**src/rtl/uart_fifo_bridge.sv**
```systemverilog
// uart_fifo_bridge
//   Memory-mapped CPU front end for the 8N1 UART core. CPU writes are queued
//   in a TX FIFO and handed to the core one byte at a time; bytes the core
//   receives are drained into an RX FIFO for the CPU to read at leisure.
//
// Build option:
//   UART_BRIDGE_IRQ_EN  when defined, irq is a registered
//                       rx_nempty | rx_ovr | tx_ovf; otherwise irq is tied 0.
//
// Parameters:
//   TX_DEPTH, RX_DEPTH  FIFO entries (power of two, >= 2)
//
// Ports:
//   clk, reset          rising-edge clock, synchronous active-high reset
//   io_wr, io_rd        one-cycle CPU strobes
//   io_addr             0 = data register, 1 = status register
//   io_wdata            CPU write data
//   io_rdata            combinational read data, 0x00 when io_rd = 0
//   irq                 interrupt request
//   uart_wr, uart_tx_data   registered load pulse + byte to the UART core
//   uart_busy           UART core is transmitting
//   uart_rd             registered pulse telling the core its byte was taken
//   uart_rx_data, uart_valid  received byte and its hold flag from the core
//
// Status byte: {3'b0, tx_ovf, tx_idle, rx_ovr, tx_nfull, rx_nempty}
//
// Core handshake: a byte is offered to the core only when uart_busy is low,
// by a one-cycle uart_wr; the following cycle uart_busy is not looked at,
// giving the core an edge to raise it. A received byte is taken whenever
// uart_valid is high, acknowledged by a one-cycle uart_rd; the following
// cycle uart_valid is not looked at, giving the core an edge to drop it.
module uart_fifo_bridge #(
   parameter int TX_DEPTH = 16,
   parameter int RX_DEPTH = 16
) (
   input  logic       clk,
   input  logic       reset,
   input  logic       io_wr,
   input  logic       io_rd,
   input  logic       io_addr,
   input  logic [7:0] io_wdata,
   output logic [7:0] io_rdata,
   output logic       irq,
   output logic       uart_wr,
   output logic [7:0] uart_tx_data,
   input  logic       uart_busy,
   output logic       uart_rd,
   input  logic [7:0] uart_rx_data,
   input  logic       uart_valid
);

   localparam int TAW = $clog2(TX_DEPTH);
   localparam int RAW = $clog2(RX_DEPTH);
   localparam logic [TAW:0] TX_CAP = (TAW+1)'(TX_DEPTH);
   localparam logic [RAW:0] RX_CAP = (RAW+1)'(RX_DEPTH);

   typedef enum logic {T_IDLE, T_HOLD} tx_state_t;
   typedef enum logic {R_IDLE, R_HOLD} rx_state_t;
   typedef struct packed {
      tx_state_t tx;
      rx_state_t rx;
   } fsm_state_t;

   fsm_state_t state_q, state_d;

   logic [7:0]   tx_mem [TX_DEPTH];
   logic [TAW-1:0] tx_wp, tx_rp;
   logic [TAW:0]   tx_cnt;
   logic [7:0]   rx_mem [RX_DEPTH];
   logic [RAW-1:0] rx_wp, rx_rp;
   logic [RAW:0]   rx_cnt;

   logic tx_full, tx_empty, rx_full, rx_empty;
   logic tx_push, tx_pop, tx_drop;
   logic rx_take, rx_push, rx_pop, rx_drop;
   logic stat_rd, tx_ovf, rx_ovr, tx_idle;
   logic [7:0] status;

   assign tx_full  = (tx_cnt == TX_CAP);
   assign tx_empty = (tx_cnt == '0);
   assign rx_full  = (rx_cnt == RX_CAP);
   assign rx_empty = (rx_cnt == '0);

   // Full is judged before any same-cycle pop, so a full FIFO drops the byte.
   assign tx_push = io_wr & ~io_addr & ~tx_full;
   assign tx_drop = io_wr & ~io_addr & tx_full;
   assign rx_push = rx_take & ~rx_full;
   assign rx_drop = rx_take & rx_full;
   assign rx_pop  = io_rd & ~io_addr & ~rx_empty;
   assign stat_rd = io_rd & io_addr;

   assign tx_idle = tx_empty & (state_q.tx == T_IDLE) & ~uart_busy;
   assign status  = {3'b000, tx_ovf, tx_idle, rx_ovr, ~tx_full, ~rx_empty};

   // ---------------- FSMs ----------------
   always_ff @(posedge clk) begin
      if (reset) state_q <= '{tx: T_IDLE, rx: R_IDLE};
      else       state_q <= state_d;
   end

   always_comb begin
      state_d = state_q;
      tx_pop  = 1'b0;
      rx_take = 1'b0;
      case (state_q.tx)
         T_IDLE: if (!tx_empty && !uart_busy) begin
            tx_pop     = 1'b1;
            state_d.tx = T_HOLD;
         end
         T_HOLD: state_d.tx = T_IDLE;
      endcase
      // The core is always drained, even when the RX FIFO has no room.
      case (state_q.rx)
         R_IDLE: if (uart_valid) begin
            rx_take    = 1'b1;
            state_d.rx = R_HOLD;
         end
         R_HOLD: state_d.rx = R_IDLE;
      endcase
   end

   // ---------------- TX FIFO ----------------
   always_ff @(posedge clk) begin
      if (tx_push) tx_mem[tx_wp] <= io_wdata;
   end

   always_ff @(posedge clk) begin
      if (reset) begin
         tx_wp  <= '0;
         tx_rp  <= '0;
         tx_cnt <= '0;
      end else begin
         if (tx_push) tx_wp <= tx_wp + TAW'(1);
         if (tx_pop)  tx_rp <= tx_rp + TAW'(1);
         case ({tx_push, tx_pop})
            2'b10:   tx_cnt <= tx_cnt + (TAW+1)'(1);
            2'b01:   tx_cnt <= tx_cnt - (TAW+1)'(1);
            default: tx_cnt <= tx_cnt;
         endcase
      end
   end

   // ---------------- RX FIFO ----------------
   always_ff @(posedge clk) begin
      if (rx_push) rx_mem[rx_wp] <= uart_rx_data;
   end

   always_ff @(posedge clk) begin
      if (reset) begin
         rx_wp  <= '0;
         rx_rp  <= '0;
         rx_cnt <= '0;
      end else begin
         if (rx_push) rx_wp <= rx_wp + RAW'(1);
         if (rx_pop)  rx_rp <= rx_rp + RAW'(1);
         case ({rx_push, rx_pop})
            2'b10:   rx_cnt <= rx_cnt + (RAW+1)'(1);
            2'b01:   rx_cnt <= rx_cnt - (RAW+1)'(1);
            default: rx_cnt <= rx_cnt;
         endcase
      end
   end

   // ---------------- core strobes and sticky flags ----------------
   always_ff @(posedge clk) begin
      if (reset) begin
         uart_wr      <= 1'b0;
         uart_rd      <= 1'b0;
         uart_tx_data <= 8'h00;
         tx_ovf       <= 1'b0;
         rx_ovr       <= 1'b0;
      end else begin
         uart_wr <= tx_pop;
         uart_rd <= rx_take;
         if (tx_pop) uart_tx_data <= tx_mem[tx_rp];
         // A status read clears the flags, but an overflow in that same cycle wins.
         tx_ovf <= tx_drop | (tx_ovf & ~stat_rd);
         rx_ovr <= rx_drop | (rx_ovr & ~stat_rd);
      end
   end

   always_comb begin
      io_rdata = 8'h00;
      if (io_rd) begin
         if (io_addr)        io_rdata = status;
         else if (!rx_empty) io_rdata = rx_mem[rx_rp];
      end
   end

`ifdef UART_BRIDGE_IRQ_EN
   always_ff @(posedge clk) begin
      if (reset) irq <= 1'b0;
      else       irq <= ~rx_empty | rx_ovr | tx_ovf;
   end
`else
   assign irq = 1'b0;
`endif

endmodule

```
**config.mk**
```make
export PLATFORM = sky130hd
export DESIGN_NAME = uart_fifo_bridge
export DESIGN_NICKNAME = d
export VERILOG_FILES = /design/src/rtl/uart_fifo_bridge.sv
export SDC_FILE = /design/constraint.sdc
export NUM_CORES = 1
export LEC_CHECK = 0
export BUFFER_PORTS_ARGS = -buffer_cell sky130_fd_sc_hd__buf_4
export CAP_MARGIN = 20
export CORE_UTILIZATION = 30
export CTS_CLUSTER_DIAMETER = 100
export DETAILED_ROUTE_END_ITERATION = 12
export HOLD_SLACK_MARGIN = 0.15
export SLEW_MARGIN = 20
export SYNTH_ARGS = -nofsm -noshare
export SYNTH_HDL_FRONTEND = slang
export SYNTH_SLANG_ARGS = --single-unit
export TNS_END_PERCENT = 20
```
**constraint.sdc**
```tcl
create_clock -name clk -period 3.25 [get_ports clk]
set_input_delay 0.1625 -clock clk [delete_from_list [all_inputs] [get_ports clk]]
set_output_delay 0.1625 -clock clk [all_outputs]
set_load 0.02 [all_outputs]
```
Yosys cells after proc, flatten, opt, wreduce, memory -nomap -nowiden
Memories as Yosys holds them, arrays and structs flattened. A register that Yosys moved wholly into a read port is not among the register bits.
Index checks and enable logic that the tools add are counted.

cells by class
  $add $sub $neg = 8
  equal/unequal tests = 6
  mux-type cells = 17
  bitwise logic cells = 22
  reduce and logical (&&, ||, !) cells = 7

operator list
  cell                                                                 count
  8-bit two-way mux                                                    3
  5-bit case mux with 2 select lines                                   2
  4-bit by 1-bit adder with 4-bit output (second input constant)       4
  1-bit bitwise AND                                                    12
  5-bit by 1-bit adder with 5-bit output (second input constant)       2
  5-bit == test (second input constant)                                2
  5-bit zero test                                                      2
  5-bit by 1-bit subtractor with 5-bit output (second input constant)  2
  1-bit two-way mux                                                    8
  4-bit two-way mux                                                    2
  1-bit inverter                                                       8
  2-bit by 1-bit == test with 1-bit output (second input constant)     2
  2-bit == test (second input constant)                                2
  1-bit case mux with 2 select lines                                   2
  2-bit nonzero test                                                   2
  1-bit zero test                                                      2
  1-bit OR                                                             2
  1-bit logical AND                                                    1

word-level totals
  register bits after elaboration = 32
  RAM bits = 256
  output and inout bits = 19
  logic and storage cells = 74
  memories kept = 2

memories
  memory  depth  width  rd ports  clocked after Yosys merged registers in  write ports  RTL line  text
  rx_mem  16     8      1         1                                        1            69        logic [7:0] rx_mem [RX_DEPTH];
  tx_mem  16     8      1         1                                        1            66        logic [7:0] tx_mem [TX_DEPTH];

Depth between registers and ports, before layout
  word-level depth = 7
  mapped depth = 12
  mapped depth without buffers = 12

Least setup slack after synthesis
OpenSTA, ideal clock, no wires.

  kind = register to register
  start = register tx_cnt[0]
  end = register tx_cnt[4]
  library setup time = 121 ps
  data arrival time = 2718 ps
  data required time = 3129 ps
  slack = 412 ps
  stages on the path, launching flop included = 12
  buffers on the path = 0
  path through = dfxtp_1 nor4_1 a21oi_2 inv_1 ha_1 inv_1 fa_1 nor2b_1 o21ai_0 nand3_1 or3b_2 mux2_2

between the ends
  cells in the longest elaborated chain, start to end = 7
  elaborated cells between the ends (all ways) = 14
  those cells by class = add/sub: 2; eq/ne: 3; mux: 3; bitwise: 2; reduce/logical: 4

RTL lines
  item                                                                       RTL line  text
  start: declaration                                                         68        logic [TAW:0] tx_cnt;
  start signal: assignment                                                   136       2'b10: tx_cnt <= tx_cnt + (TAW+1)'(1);
  start signal: assignment                                                   137       2'b01: tx_cnt <= tx_cnt - (TAW+1)'(1);
  start signal: assignment                                                   138       default: tx_cnt <= tx_cnt;
  5-bit zero test                                                            80        assign tx_empty = (tx_cnt == '0);
  1-bit zero test                                                            106       T_IDLE: if (!tx_empty && !uart_busy) begin
  1-bit logical AND                                                          106
  1-bit two-way mux                                                          106
  1-bit two-way mux                                                          105       case (state_q.tx)
  2-bit by 1-bit == test with 1-bit output or 2-bit == test (tied branches)  135       case ({tx_push, tx_pop})
  5-bit case mux with 2 select lines or 2-bit nonzero test (tied branches)   -

Parallel ways exist; a longest one is shown, timed or not.
A chain may end at the register's enable or synchronous reset.

==> run metrics <==
status=finished, final reports clean; GRT Util Overall=0.123; TritonCTS buffer count=34; PnR Total Power=about 9.6 mW; final hold violations=0; synth unique cells=between 40 and 50; clock latency on the worst-skew pair=550 ps; kind of critical path=reg2out; worst-path fanout max=15; met1 wire length=~10000 um; CTS tree=built; die footprint=just over 40000 um2; fin worst setup slack=between 200 and 250 ps; Static Leakage=4.78 nW; Synth Instances=655; routed vias=between 6k and 7k; Layout area overhead=21.1%; most numerous cell in the Yosys netlist=edfxtp_1; Iter 0 DRT Violations=between 300 and 400; worst hold path type=in2reg; area after detailed placement=13100 um2; Achievable Freq=330 MHz; Rel. slew slack=0.436; clk_skew=about 29 ps; I/O Buffers=40; Reg power frac=0.460; Placer Congestion=~0.77; ys flop type=edfxtp_1; Max IR drop VDD=0.424 mV; largest net degree at the start of global routing=43; RSZ-0062 raised after global routing=false; CORE AREA=around 39000 um2; Clk pin slew, worst setup/hold paths=about 60 ps; Synth top cells by count=edfxtp_1 (256), nor2_1 (61), mux4_2 (50), dfxtp_1 (42), mux2i_1 (29); register area share after synthesis=0.714; DR DRC count=0; nature of the critical path endpoint=output pin; Post-Syn Nets=about 700; die width=a little over 200 um; IO Pins=42; NumNets Final=811; Longest Clk Path Bufs=3; async set-or-reset flop fraction in the synthesized netlist=0; Setup violations, final=0; Design Area, Final=approximately 14000 um2; max-cap violation count=0; Synth area leaders=edfxtp_1 (64%), mux4_2 (9.4%), dfxtp_1 (7.0%), mux4_1 (3.1%), mux2i_1 (2.4%); Cell Pwr Density=~670 nW/um2; post-DP HPWL=between 15000 and 20000 um; CP Launch Type=flop; Util after Layout=0.371; Comb power frac=0.141; Final period util=0.934; Top Layer Used=met4; P_sw=around 2.4 mW; Power Internal=7.23 mW; number of global-route vias before repair=between 6k and 7k; setup bufs post-CTS=0; row count=between 70 and 80; first-pass GRT wire length=between 30000 and 40000 um; Seq cells post-synth=around 300; met2 wire length=11800 um; actual slew at the worst max-slew pin=842 ps; CTS sink count=298; H-tree depth=2; switching share of power=0.249; vias per cell=4.63; Synth area leader=edfxtp_1; Synth Cell Area=11900 um2; share of cells above drive strength 1=0.252; Antenna Nets Post-Route=0; hold_buf cts=25; final setup TNS=0 ps; drt wl/cell=about 19 um; yosys warns=0; min Tclk post-route=3030 ps; met3 routed WL=between 1500 and 2000 um; Worst Path Required=about 3100 ps; number of synthesized flops with an enable pin=~260; initial antenna violation count=0; fill count=3610; pins over their slew limit=0; crit path DAT=2870 ps; CTS root buffer=clkbuf_16; area share of the largest cell type after synthesis=0.644; Clk network pwr share=0.399; ant diodes=0; final WL=24400 um; pre-CTS setup slack=~290 ps; PostCTS Resize Cnt=0; global route overflow=0; syn avg cell area=about 18 um2; Starting Density=0.307; Die H=a little over 200 um; Pre-antenna DRT Iters=4
==> cell families (layout without fill, tap and decap cells) <==
group	Yosys count	after routing	share of synthesized area
flip-flops	298	298	0.714
AND/OR/NAND/NOR	128	128	0.0511
multiplexers	95	95	0.151
buffers and inverters	48	187	0.0204
AO/OA/AOI/OAI	47	47	0.0270
adder cells (fa/ha/maj)	20	20	0.0222
XOR/XNOR	18	18	0.0132
other	1	1	0.000314
==> stage by stage <==
stage,std cells,hold slack (ps)
global route,1312,301
floorplan,655,261
CTS,1312,256
finish,1312,283
detailed placement,1225,453
global placement,1225,449
==> layer usage <==
layer,vias up,global-route usage
li1,2816,-
met2,153,0.201
met1,3063,0.155
met5,-,0
met3,36,0.0339
met4,0,0.0463
==> layout make-up <==
type	count	area, um2	share of cell area
sequential	298	8530	0.590
multi-input combinational	309	3170	0.219
clock buffer	50	981	0.0678
timing repair buffer	111	908	0.0628
tap	518	648	0.0448
clock inverter	12	166	0.0115
inverter	14	57.6	0.00398
==> state kept, by name (all words and copies together), names as in the netlist, 4 cells and up, named ones only <==
name / count
rx_rp: 4
uart_tx_data: 8
rx_mem: 128
rx_cnt: 5
tx_mem: 128
tx_wp: 4
tx_cnt: 5
rx_wp: 4
tx_rp: 4
==> worst max-delay path: stages (launching register included) <==
cell	delay, ps
dfxtp_1	540
buf_4	280
buf_4	280
mux4_2	530
mux2i_1	140
a21oi_1	100
a32o_1	270
buf_4	160
==> worst paths after layout <==
check	from	endpoint	slack [ps]	depth (start not counted)
worst max-delay path	flop	io_rdata[1]	220	7
worst min-delay path	io_rd	flop	280	6
worst max register to register	rx_cnt[0]	rx_cnt[4]	270	11
worst min register to register	uart_tx_data[7]	uart_tx_data[7]	510	2
==> cells in the final DEF (no fill, tap or decap), types with 6 or more instances in the layout <==
| cell | netlist | routed |
|---|---|---|
| edfxtp_1 | 256 | 256 |
| buf_4 | 4 | 85 |
| nor2_1 | 61 | 61 |
| mux4_2 | 50 | 50 |
| dfxtp_1 | 42 | 41 |
| clkbuf_16 | 0 | 34 |
| mux2i_1 | 29 | 29 |
| dlygate4sd3_1 | 0 | 25 |
| nand2_1 | 21 | 21 |
| a21oi_1 | 18 | 18 |
| ha_1 | 18 | 18 |
| mux4_1 | 14 | 14 |
| inv_1 | 12 | 12 |
| xor2_1 | 11 | 11 |
| a211oi_1 | 9 | 9 |
| nor3_1 | 9 | 9 |
| clkbuf_1 | 16 | 9 |
| nor2b_1 | 8 | 8 |
| nand3b_1 | 8 | 8 |
| o221ai_1 | 8 | 8 |
| xnor2_1 | 7 | 7 |
| clkbuf_8 | 0 | 7 |
| nand2b_1 | 6 | 6 |
==> power groups by stage <==
| stage | registers, mW | logic [mW] | clock network [mW] |
|---|---|---|---|
| 2_1_floorplan | 4.48 | 0.921 | 0 |
| 3_3_place_gp | 4.50 | 1.34 | 0 |
| 3_5_place_dp | 4.50 | 1.35 | 0 |
| 4_1_cts | 4.43 | 1.38 | 3.94 |
| 5_1_grt | 4.45 | 1.49 | 4.09 |
| 6_report | 4.42 | 1.36 | 3.84 |
(Power assumes the default switching activity.)
